$ cat config.mk
export PLATFORM = sky130hd
export DESIGN_NAME = dmem_arbiter
export DESIGN_NICKNAME = d
export VERILOG_FILES = /design/src/rtl/dmem_arb_pkg.sv /design/src/rtl/starve_counter.sv /design/src/rtl/dmem_arbiter.sv
export SDC_FILE = /design/constraint.sdc
export NUM_CORES = 1
export LEC_CHECK = 0
export BUFFER_PORTS_ARGS = -buffer_cell sky130_fd_sc_hd__buf_2
export CAP_MARGIN = 20
export CORE_AREA = 5 5 96 98
export CTS_BUF_LIST = sky130_fd_sc_hd__clkbuf_16
export DETAILED_ROUTE_END_ITERATION = 8
export DIE_AREA = 0 0 101 103
export GPL_TIMING_DRIVEN = 0
export PLACE_DENSITY = 0.76
export SYNTH_ARGS = -nofsm -noshare
export SYNTH_HDL_FRONTEND = slang
export SYNTH_SLANG_ARGS = --single-unit
$ cat constraint.sdc
create_clock -name clk -period 6.7 [get_ports clk]
set_input_delay 0.67 -clock clk [delete_from_list [all_inputs] [get_ports clk]]
set_output_delay 0.67 -clock clk [all_outputs]
set_load 0.1 [all_outputs]
$ cat src/rtl/dmem_arb_pkg.sv
// dmem_arb_pkg: shared types and defaults for the data-memory arbiter
package dmem_arb_pkg;
  localparam int CNT_W          = 4;
  localparam int MEM_LAT_DEF    = 1;
  localparam int STARVE_MAX_DEF = 4;
  typedef enum logic [1:0] {
    IDLE     = 2'd0,
    BUSY_CPU = 2'd1,
    BUSY_DMA = 2'd2
  } state_t;
endpackage

$ cat src/rtl/starve_counter.sv
// starve_counter: saturating count of consecutive DMA arbitration losses
module starve_counter
  import dmem_arb_pkg::*;
#(
  parameter int STARVE_MAX = STARVE_MAX_DEF
) (
  input  logic clk_i,
  input  logic rst_i,
  input  logic inc_i,
  input  logic clr_i,
  output logic starved_o
);
  logic [CNT_W-1:0] cnt_q, cnt_d;
  assign cnt_d = clr_i ? '0 : (inc_i && cnt_q != '1) ? cnt_q + 1'b1 : cnt_q;
  assign starved_o = cnt_q >= CNT_W'(STARVE_MAX);
  always_ff @(posedge clk_i or posedge rst_i) begin
    if (rst_i) cnt_q <= '0;
    else       cnt_q <= cnt_d;
  end
endmodule

$ cat src/rtl/dmem_arbiter.sv
// dmem_arbiter: shares one data memory between the CPU MEM stage (priority) and a DMA port
module dmem_arbiter
  import dmem_arb_pkg::*;
#(
  parameter int MEM_LAT    = MEM_LAT_DEF,
  parameter int STARVE_MAX = STARVE_MAX_DEF
) (
  input  logic        clk,
  input  logic        reset,
  input  logic        cpu_req,
  input  logic        cpu_we,
  input  logic        cpu_byte,
  input  logic [15:0] cpu_addr,
  input  logic [15:0] cpu_wdata,
  output logic [15:0] cpu_rdata,
  output logic        cpu_done,
  output logic        cpu_stall,
  input  logic        dma_req,
  input  logic        dma_we,
  input  logic        dma_byte,
  input  logic [15:0] dma_addr,
  input  logic [15:0] dma_wdata,
  output logic [15:0] dma_rdata,
  output logic        dma_done,
  output logic        dma_gnt,
  output logic        mem_enable,
  output logic        mem_rw,
  output logic        mem_eightbit,
  output logic [15:0] mem_addr,
  output logic [15:0] mem_wdata,
  input  logic [15:0] mem_rdata16,
  input  logic [7:0]  mem_rdata8
);
  localparam logic [CNT_W-1:0] LAT_INIT = CNT_W'(MEM_LAT - 1);
  state_t           state_q, state_d;
  logic [CNT_W-1:0] lat_q, lat_d;
  logic             en_q, en_d, rw_q, rw_d, b8_q, b8_d;
  logic [15:0]      addr_q, addr_d, wdata_q, wdata_d;
  logic [15:0]      cpu_rdata_q, cpu_rdata_d, dma_rdata_q, dma_rdata_d;
  logic             cpu_done_q, cpu_done_d, dma_done_q, dma_done_d, gnt_q;
  logic             eff_cpu, eff_dma, dma_win, cpu_win, starved, inc, clr, last;
  logic [15:0]      rd;

  // A requester whose done is high is still holding req from the finished access
  assign eff_cpu = cpu_req & ~cpu_done_q;
  assign eff_dma = dma_req & ~dma_done_q;
  assign dma_win = eff_dma & (~eff_cpu | starved);
  assign cpu_win = eff_cpu & ~dma_win;
  assign inc     = (state_q == IDLE) & eff_dma & cpu_win;
  assign clr     = (state_q == IDLE) & dma_win;
  assign last    = (state_q != IDLE) && (lat_q == '0);
  assign rd      = b8_q ? {8'h00, mem_rdata8} : mem_rdata16;

  starve_counter #(.STARVE_MAX(STARVE_MAX)) u_starve (
    .clk_i    (clk),
    .rst_i    (reset),
    .inc_i    (inc),
    .clr_i    (clr),
    .starved_o(starved)
  );

  always_comb begin
    state_d     = state_q;
    lat_d       = lat_q;
    en_d        = en_q;
    rw_d        = rw_q;
    b8_d        = b8_q;
    addr_d      = addr_q;
    wdata_d     = wdata_q;
    cpu_rdata_d = (last && state_q == BUSY_CPU && !rw_q) ? rd : cpu_rdata_q;
    dma_rdata_d = (last && state_q == BUSY_DMA && !rw_q) ? rd : dma_rdata_q;
    cpu_done_d  = last && state_q == BUSY_CPU;
    dma_done_d  = last && state_q == BUSY_DMA;
    if (state_q == IDLE) begin
      if (dma_win || cpu_win) begin
        state_d = dma_win ? BUSY_DMA : BUSY_CPU;
        en_d    = 1'b1;
        lat_d   = LAT_INIT;
        rw_d    = dma_win ? dma_we    : cpu_we;
        b8_d    = dma_win ? dma_byte  : cpu_byte;
        addr_d  = dma_win ? dma_addr  : cpu_addr;
        wdata_d = dma_win ? dma_wdata : cpu_wdata;
      end
    end else if (last) begin
      state_d = IDLE;
      en_d    = 1'b0;
      rw_d    = 1'b0;
      b8_d    = 1'b0;
    end else begin
      lat_d = lat_q - 1'b1;
    end
  end

  always_ff @(posedge clk or posedge reset) begin
    if (reset) begin
      state_q     <= IDLE;
      lat_q       <= '0;
      en_q        <= 1'b0;
      rw_q        <= 1'b0;
      b8_q        <= 1'b0;
      addr_q      <= '0;
      wdata_q     <= '0;
      cpu_rdata_q <= '0;
      dma_rdata_q <= '0;
      cpu_done_q  <= 1'b0;
      dma_done_q  <= 1'b0;
      gnt_q       <= 1'b0;
    end else begin
      state_q     <= state_d;
      lat_q       <= lat_d;
      en_q        <= en_d;
      rw_q        <= rw_d;
      b8_q        <= b8_d;
      addr_q      <= addr_d;
      wdata_q     <= wdata_d;
      cpu_rdata_q <= cpu_rdata_d;
      dma_rdata_q <= dma_rdata_d;
      cpu_done_q  <= cpu_done_d;
      dma_done_q  <= dma_done_d;
      gnt_q       <= state_d == BUSY_DMA;
    end
  end

  assign cpu_rdata    = cpu_rdata_q;
  assign cpu_done     = cpu_done_q;
  assign cpu_stall    = cpu_req & ~cpu_done_q;
  assign dma_rdata    = dma_rdata_q;
  assign dma_done     = dma_done_q;
  assign dma_gnt      = gnt_q;
  assign mem_enable   = en_q;
  assign mem_rw       = rw_q;
  assign mem_eightbit = b8_q;
  assign mem_addr     = addr_q;
  assign mem_wdata    = wdata_q;
endmodule
---- Word level (Yosys, flattened, before mapping) ----
Index checks and enable logic that the tools add are counted.
Widths: inputs -> output; s select.
operators by class
  div/mod/pow operators ................... 0
  reductions and logical operators ........ 16
  add/sub/neg operators ................... 2
  muxes and demuxes ....................... 21
  equality and inequality tests ........... 6
  multipliers ............................. 0
  bitwise gates (word level) .............. 12
  $lt $le $gt $ge ......................... 1
  shift-type cells ........................ 0
operators with widths
  operator             number
  $mux 16              3
  $mux 4               5
  $mux 1               9
  $mux 2               4
  $and 1x1->1          7
  $logic_and 1x1->1    6
  $reduce_and 2->1     3
  $reduce_bool 2->1    3
  $add 4x1->4 const B  1
  $eq 2x2->1 const B   2
  $ge 4x3->1 const B   1
  $logic_not 4->1      1
  $ne 2x1->1 const B   2
  $ne 4x4->1 const B   1
  $not 1->1            4
  $sub 4x1->4 const B  1
  $eq 2x1->1 const B   1
  $logic_not 2->1      1
  $logic_not 1->1      1
  $logic_or 1x1->1     1
  $or 1x1->1           1
word-level totals
  bits of input ports ..................... 96
  RAM bits ................................ 0
  output and inout bits ................... 71
  memory bits (read-only) ................. 0
  memories kept ........................... 0
  bits in latches ......................... 0
  logic and storage cells ................. 71
  bits in registers ....................... 80

---- Depth between registers and ports, before layout ----
  depth after elaboration ................. 11
  depth in mapped cells ................... 9
  gate-level depth less buffers ........... 6

---- Hierarchy ----
Synthesis repeated with hierarchy kept, for this count alone.
unflattened totals
  cell total of the unflattened synthesis .. 342
  area, all modules ....................... 3631.0 µm²
by module, submodules not included
  module          seq. area each (µm²)  instances  area each (µm²)  cells each
  dmem_arbiter    1901.8                1          3392.0           320
  starve_counter  100.1                 1          239.0            22

---- Least setup slack after synthesis ----
Ideal clock, no wire load.
  kind .................................... register to register
  start ................................... register cpu_done_q (netlist: cpu_done)
  end ..................................... register addr_q[0] (netlist: mem_addr[0])
  required time ........................... 6.570 ns
  stages on the path, launching flop included .. 7
  path buffers ............................ 3
  setup slack ............................. 3.446 ns
  setup time .............................. 0.130 ns
  arrival time ............................ 3.124 ns
  clock period less this slack ............ 3.254 ns
  path through ............................ dfrtp_1 nor2b_1 o21a_1 clkbuf_1 buf_2 buf_2 a31oi_1
on the way
  cells in the longest elaborated chain, start to end .. 9
  elaborated cells between the ends (all ways) .. 10
  those cells by class .................... mux (1); bitwise (7); reduce/logical (2)
RTL lines
  item                               line                 text
  start: declaration                 dmem_arbiter.sv:40   logic cpu_done_q, cpu_done_d, dma_done_q, dma_done_d, gnt_q;
  start signal: assignment           dmem_arbiter.sv:118  cpu_done_q <= cpu_done_d;
  $not 1->1 *                        n/a
  $and 1x1->1 *                      n/a
  via cpu_stall                      dmem_arbiter.sv:17   output logic cpu_stall,
  $not 1->1                          dmem_arbiter.sv:47   assign dma_win = eff_dma & (~eff_cpu | starved);
  $or 1x1->1                         dmem_arbiter.sv:47
  $and 1x1->1                        dmem_arbiter.sv:47
  $not 1->1                          dmem_arbiter.sv:48   assign cpu_win = eff_cpu & ~dma_win;
  $and 1x1->1                        dmem_arbiter.sv:48
  $logic_or 1x1->1                   dmem_arbiter.sv:75   if (dma_win || cpu_win) begin
  $reduce_and 2->1 (no source line)  n/a
  end signal: assignment             dmem_arbiter.sv:114  addr_q <= addr_d;
  end: declaration                   dmem_arbiter.sv:38   logic [15:0] addr_q, addr_d, wdata_q, wdata_d;
The timed path passes the listed nets; every way through them passes the cells marked *.
A chain may end at the register's enable or synchronous reset.

---- Final worst setup path ----
  start ................................... input cpu_req
  end ..................................... output cpu_stall
on the way
  cells in the longest elaborated chain, start to end .. 1
RTL lines
  item                line                 text
  start: declaration  dmem_arbiter.sv:10   input logic cpu_req,
  $and 1x1->1         dmem_arbiter.sv:126  assign cpu_stall = cpu_req & ~cpu_done_q;
  end: declaration    dmem_arbiter.sv:17
No other way between the ends.

==> results_tabular.tex <==
\begin{tabular}{lr}
\hline
Metric & Value \\
\hline
\multicolumn{2}{l}{\textbf{Global route}} \\
GRT Overall Usage & 0.189 \\
Pin count of the biggest net entering global routing & 47 \\
First-pass GRT wire length & 15300 um \\
Vias in the first global route & 3221 \\
Antenna violations before repair & 0 \\
Sum of overflow across all layers after global routing & 0 \\
\multicolumn{2}{l}{\textbf{Logic synthesis}} \\
Area share of the leading cell type in the synthesized netlist & 0.560 \\
Yosys reg bits & 80 \\
Warning count from the yosys run & 0 \\
Net count after synthesis & 470 \\
Synthesized instance count & 371 \\
Library cell with the largest summed area after synthesis & dfrtp\_1 \\
Yosys cell types & 29 \\
Sequential fraction of the synthesis area & 0.560 \\
Leading cell types by total area after synthesis & dfrtp\_1 (56\%), nand2\_1 (11\%), a31oi\_1 (5.6\%), nor2\_1 (4.1\%), o21ai\_2 (3.9\%) \\
Post-synthesis instance area & 3570 um\^{}2 \\
Syn avg cell area & 9.64 um\^{}2 \\
\multicolumn{2}{l}{\textbf{Clock network}} \\
CTS tree & built \\
Total clock sinks & 80 \\
Post CTS Setup Buffer Count & 0 \\
Skew-Pair Late Insertion Delay & 0.32 ns \\
Worst-case clock buffer depth & 2 \\
Number of gates given a new drive strength after cts & 0 \\
Number of buffers created by CTS & 9 \\
Clock Pin Slew Worst Setup and Hold Paths & 0.06 ns \\
Deepest level of the CTS H-tree & 3 \\
Clock Tree Root & clkbuf\_16 \\
CTS hold repair buffers & 0 \\
\multicolumn{2}{l}{\textbf{Drt}} \\
Via count & 3246 \\
DRT Pass-1 Iters & 4 \\
Number of remaining DRC errors & 0 \\
Overall routed net length & 9800 um \\
Drt via density & 4.90 \\
Routed len/inst & 14.8 um \\
Detail Route Antenna Nets & 0 \\
Initial DRC Count & 123 \\
\multicolumn{2}{l}{\textbf{STA}} \\
Max Fclk & 471 MHz \\
Clock period minus worst slack & 2.12 ns \\
Final clock skew & 0.00717 ns \\
Slew HR & 0.574 \\
Final critical-path share of the clock period & 0.317 \\
Sum Neg Setup Slack & 0 ns \\
Transition at the pin with the smallest max-transition slack & 0.639 ns \\
Number of max-slew violations in the final report & 0 \\
Unrepaired setup endpoints after global routing & false \\
Number of endpoints failing setup at the final stage & 0 \\
Count of final hold-check violations & 0 \\
Worst hold slack & 0.359 ns \\
\multicolumn{2}{l}{\textbf{Critical path}} \\
Critical Path, Cell by Cell & buf\_2 -> nor2b\_1 -> buf\_2 \\
Data arrival time of the worst path & 1.45 ns \\
Worst setup path endpoint & cpu\_stall \\
Category of the worst setup path launch point & primary input \\
Bufs and invs on worst path & 2 \\
R2r setup slk & 4.62 ns \\
Number of cell instances on the worst register-to-register path & 9 \\
Capturing point of the worst reg2reg path & cpu\_rdata[10]\$\_DFFE\_PP0P\_ \\
CP endpoint kind & primary output \\
Category of the critical setup timing path & primary input to primary output \\
Worst path top cell family by delay & buffers and inverters \\
Required time at the worst-slack endpoint & 6.03 ns \\
Slowest cell on crit path & buf\_2 \\
CP Max Fanout & 3 \\
First element of the critical path & cpu\_req \\
Launch instance of the worst register-to-register path & lat\_q[0]\$\_DFFE\_PP0P\_ \\
Instance count on the critical path & 3 \\
Most common cell on crit path & buf\_2 \\
Largest incremental delay on the critical path & 0.47 ns \\
\multicolumn{2}{l}{\textbf{Cells and area}} \\
Final cell area excluding filler cells & 4860 um\^{}2 \\
Most frequent cells in the layout & buf\_2 (172), nand2\_1 (102), dfrtp\_1 (80), nor2\_1 (39), a31oi\_1 (32) \\
Layout Nets & 648 \\
Layout filler cell count & 753 \\
Share of layout cells above drive strength 1 & 0.390 \\
Antenna cells & 0 \\
Total area of multi-input combinational cells & 1380 um\^{}2 \\
Sequential cell area in the final layout & 2000 um\^{}2 \\
Most common cell after layout, fill and taps aside & buf\_2 \\
Layout area overhead & 35.9\% \\
\multicolumn{2}{l}{\textbf{Status}} \\
Outcome & finished, final reports clean \\
\multicolumn{2}{l}{\textbf{Die}} \\
Effective utilization at floorplan & 0.427 \\
Floorplan core area & 8380 um\^{}2 \\
Core Rows & 34 \\
Die height & 103 um \\
IO Pins & 167 \\
Floorplan die area & 10400 um\^{}2 \\
Die X-Extent & 101 um \\
\multicolumn{2}{l}{\textbf{Place}} \\
Placer congestion estimate & 0.814 \\
Cell area reported after detailed placement & 4570 um\^{}2 \\
HPWL after detailed placement & 7460 um \\
Port Buffer Count & 166 \\
\multicolumn{2}{l}{\textbf{Job}} \\
Max-capacitance violation count & 0 \\
\multicolumn{2}{l}{\textbf{Hold path}} \\
Min-delay worst type & primary input to asynchronous set/reset pin \\
\hline
\end{tabular}
[Yosys cell counts]
cell and n:
a21oi_1 4, a22o_1 4, a31oi_1 32, and2_1 1
buf_12 1, buf_2 6, buf_6 7, buf_8 1
clkbuf_1 10, dfrtp_1 80, ha_1 3, inv_1 3
mux2_2 3, mux2i_1 8, nand2_1 102, nand2b_1 12
nor2_1 39, nor2b_1 2, nor3_1 2, nor4_1 1
nor4b_1 1, o21a_1 1, o21ai_0 9, o21ai_1 16
o21ai_2 16, or3_1 4, or3b_1 1, or4b_1 1
xor2_1 1
[sequential cells by signal, summed over array words and instances (netlist names)]
name            count
lat_q               4
mem_wdata          16
mem_addr           16
u_starve.cnt_q      4
cpu_done            1
mem_eightbit        1
state_q             2
mem_rw              1
dma_gnt             1
dma_done            1
dma_rdata          16
mem_enable          1
cpu_rdata          16
[metal layers]
| metal | share of wire | track usage |
|---|---|---|
| met1 | 0.43 | 0.242 |
| met4 | 0.015 | 0.0644 |
| met3 | 0.11 | 0.0595 |
| met5 | 0 | 0 |
| met2 | 0.45 | 0.307 |
[worst min path at each step]
stage / startpoint / endpoint / slack, ns / cells past startpoint
final: reset / cpu_rdata[10]$_DFFE_PP0P_ / 0.36 / 2
after global routing: reset / cpu_rdata[10]$_DFFE_PP0P_ / 0.40 / 2
after CTS: reset / cpu_rdata[10]$_DFFE_PP0P_ / 0.36 / 2
after detailed placement: cpu_rdata[13]$_DFFE_PP0P_ / cpu_rdata[13]$_DFFE_PP0P_ / 0.46 / 2
after global placement: dma_rdata[6]$_DFFE_PP0P_ / dma_rdata[6]$_DFFE_PP0P_ / 0.46 / 2
after floorplan: lat_q[0]$_DFFE_PP0P_ / lat_q[0]$_DFFE_PP0P_ / 0.47 / 1
[metrics by stage]
stage	instances	setup WS [ns]	util
after floorplan	371	3.45	-
after global placement	645	3.08	0.542
after detailed placement	646	4.38	0.545
after CTS	662	4.56	0.580
after global routing	662	4.43	0.580
final	662	4.58	0.580
[cells by family after synthesis]
family / count (synthesis) / share of synthesized area
AO/OA/AOI/OAI: 82 / 0.148
XOR/XNOR: 1 / 0.00245
adder cells (fa/ha/maj): 3 / 0.0105
buffers and inverters: 28 / 0.0539
flip-flops: 80 / 0.560
multiplexers: 11 / 0.0319
AND/OR/NAND/NOR: 166 / 0.194
[cell type report]
type / instances / share of cell area
plain buffers: 25 / 0.0373
repair buffers: 167 / 0.177
clock inverters: 7 / 0.0131
clock buffers: 9 / 0.0463
well taps: 108 / 0.0278
multi-input cells: 263 / 0.284
flip-flops and latches: 80 / 0.412
inverters: 3 / 0.00283
Power is not shown: default switching activity piles up to over one toggle a cycle in this logic, so the estimate is an artifact.
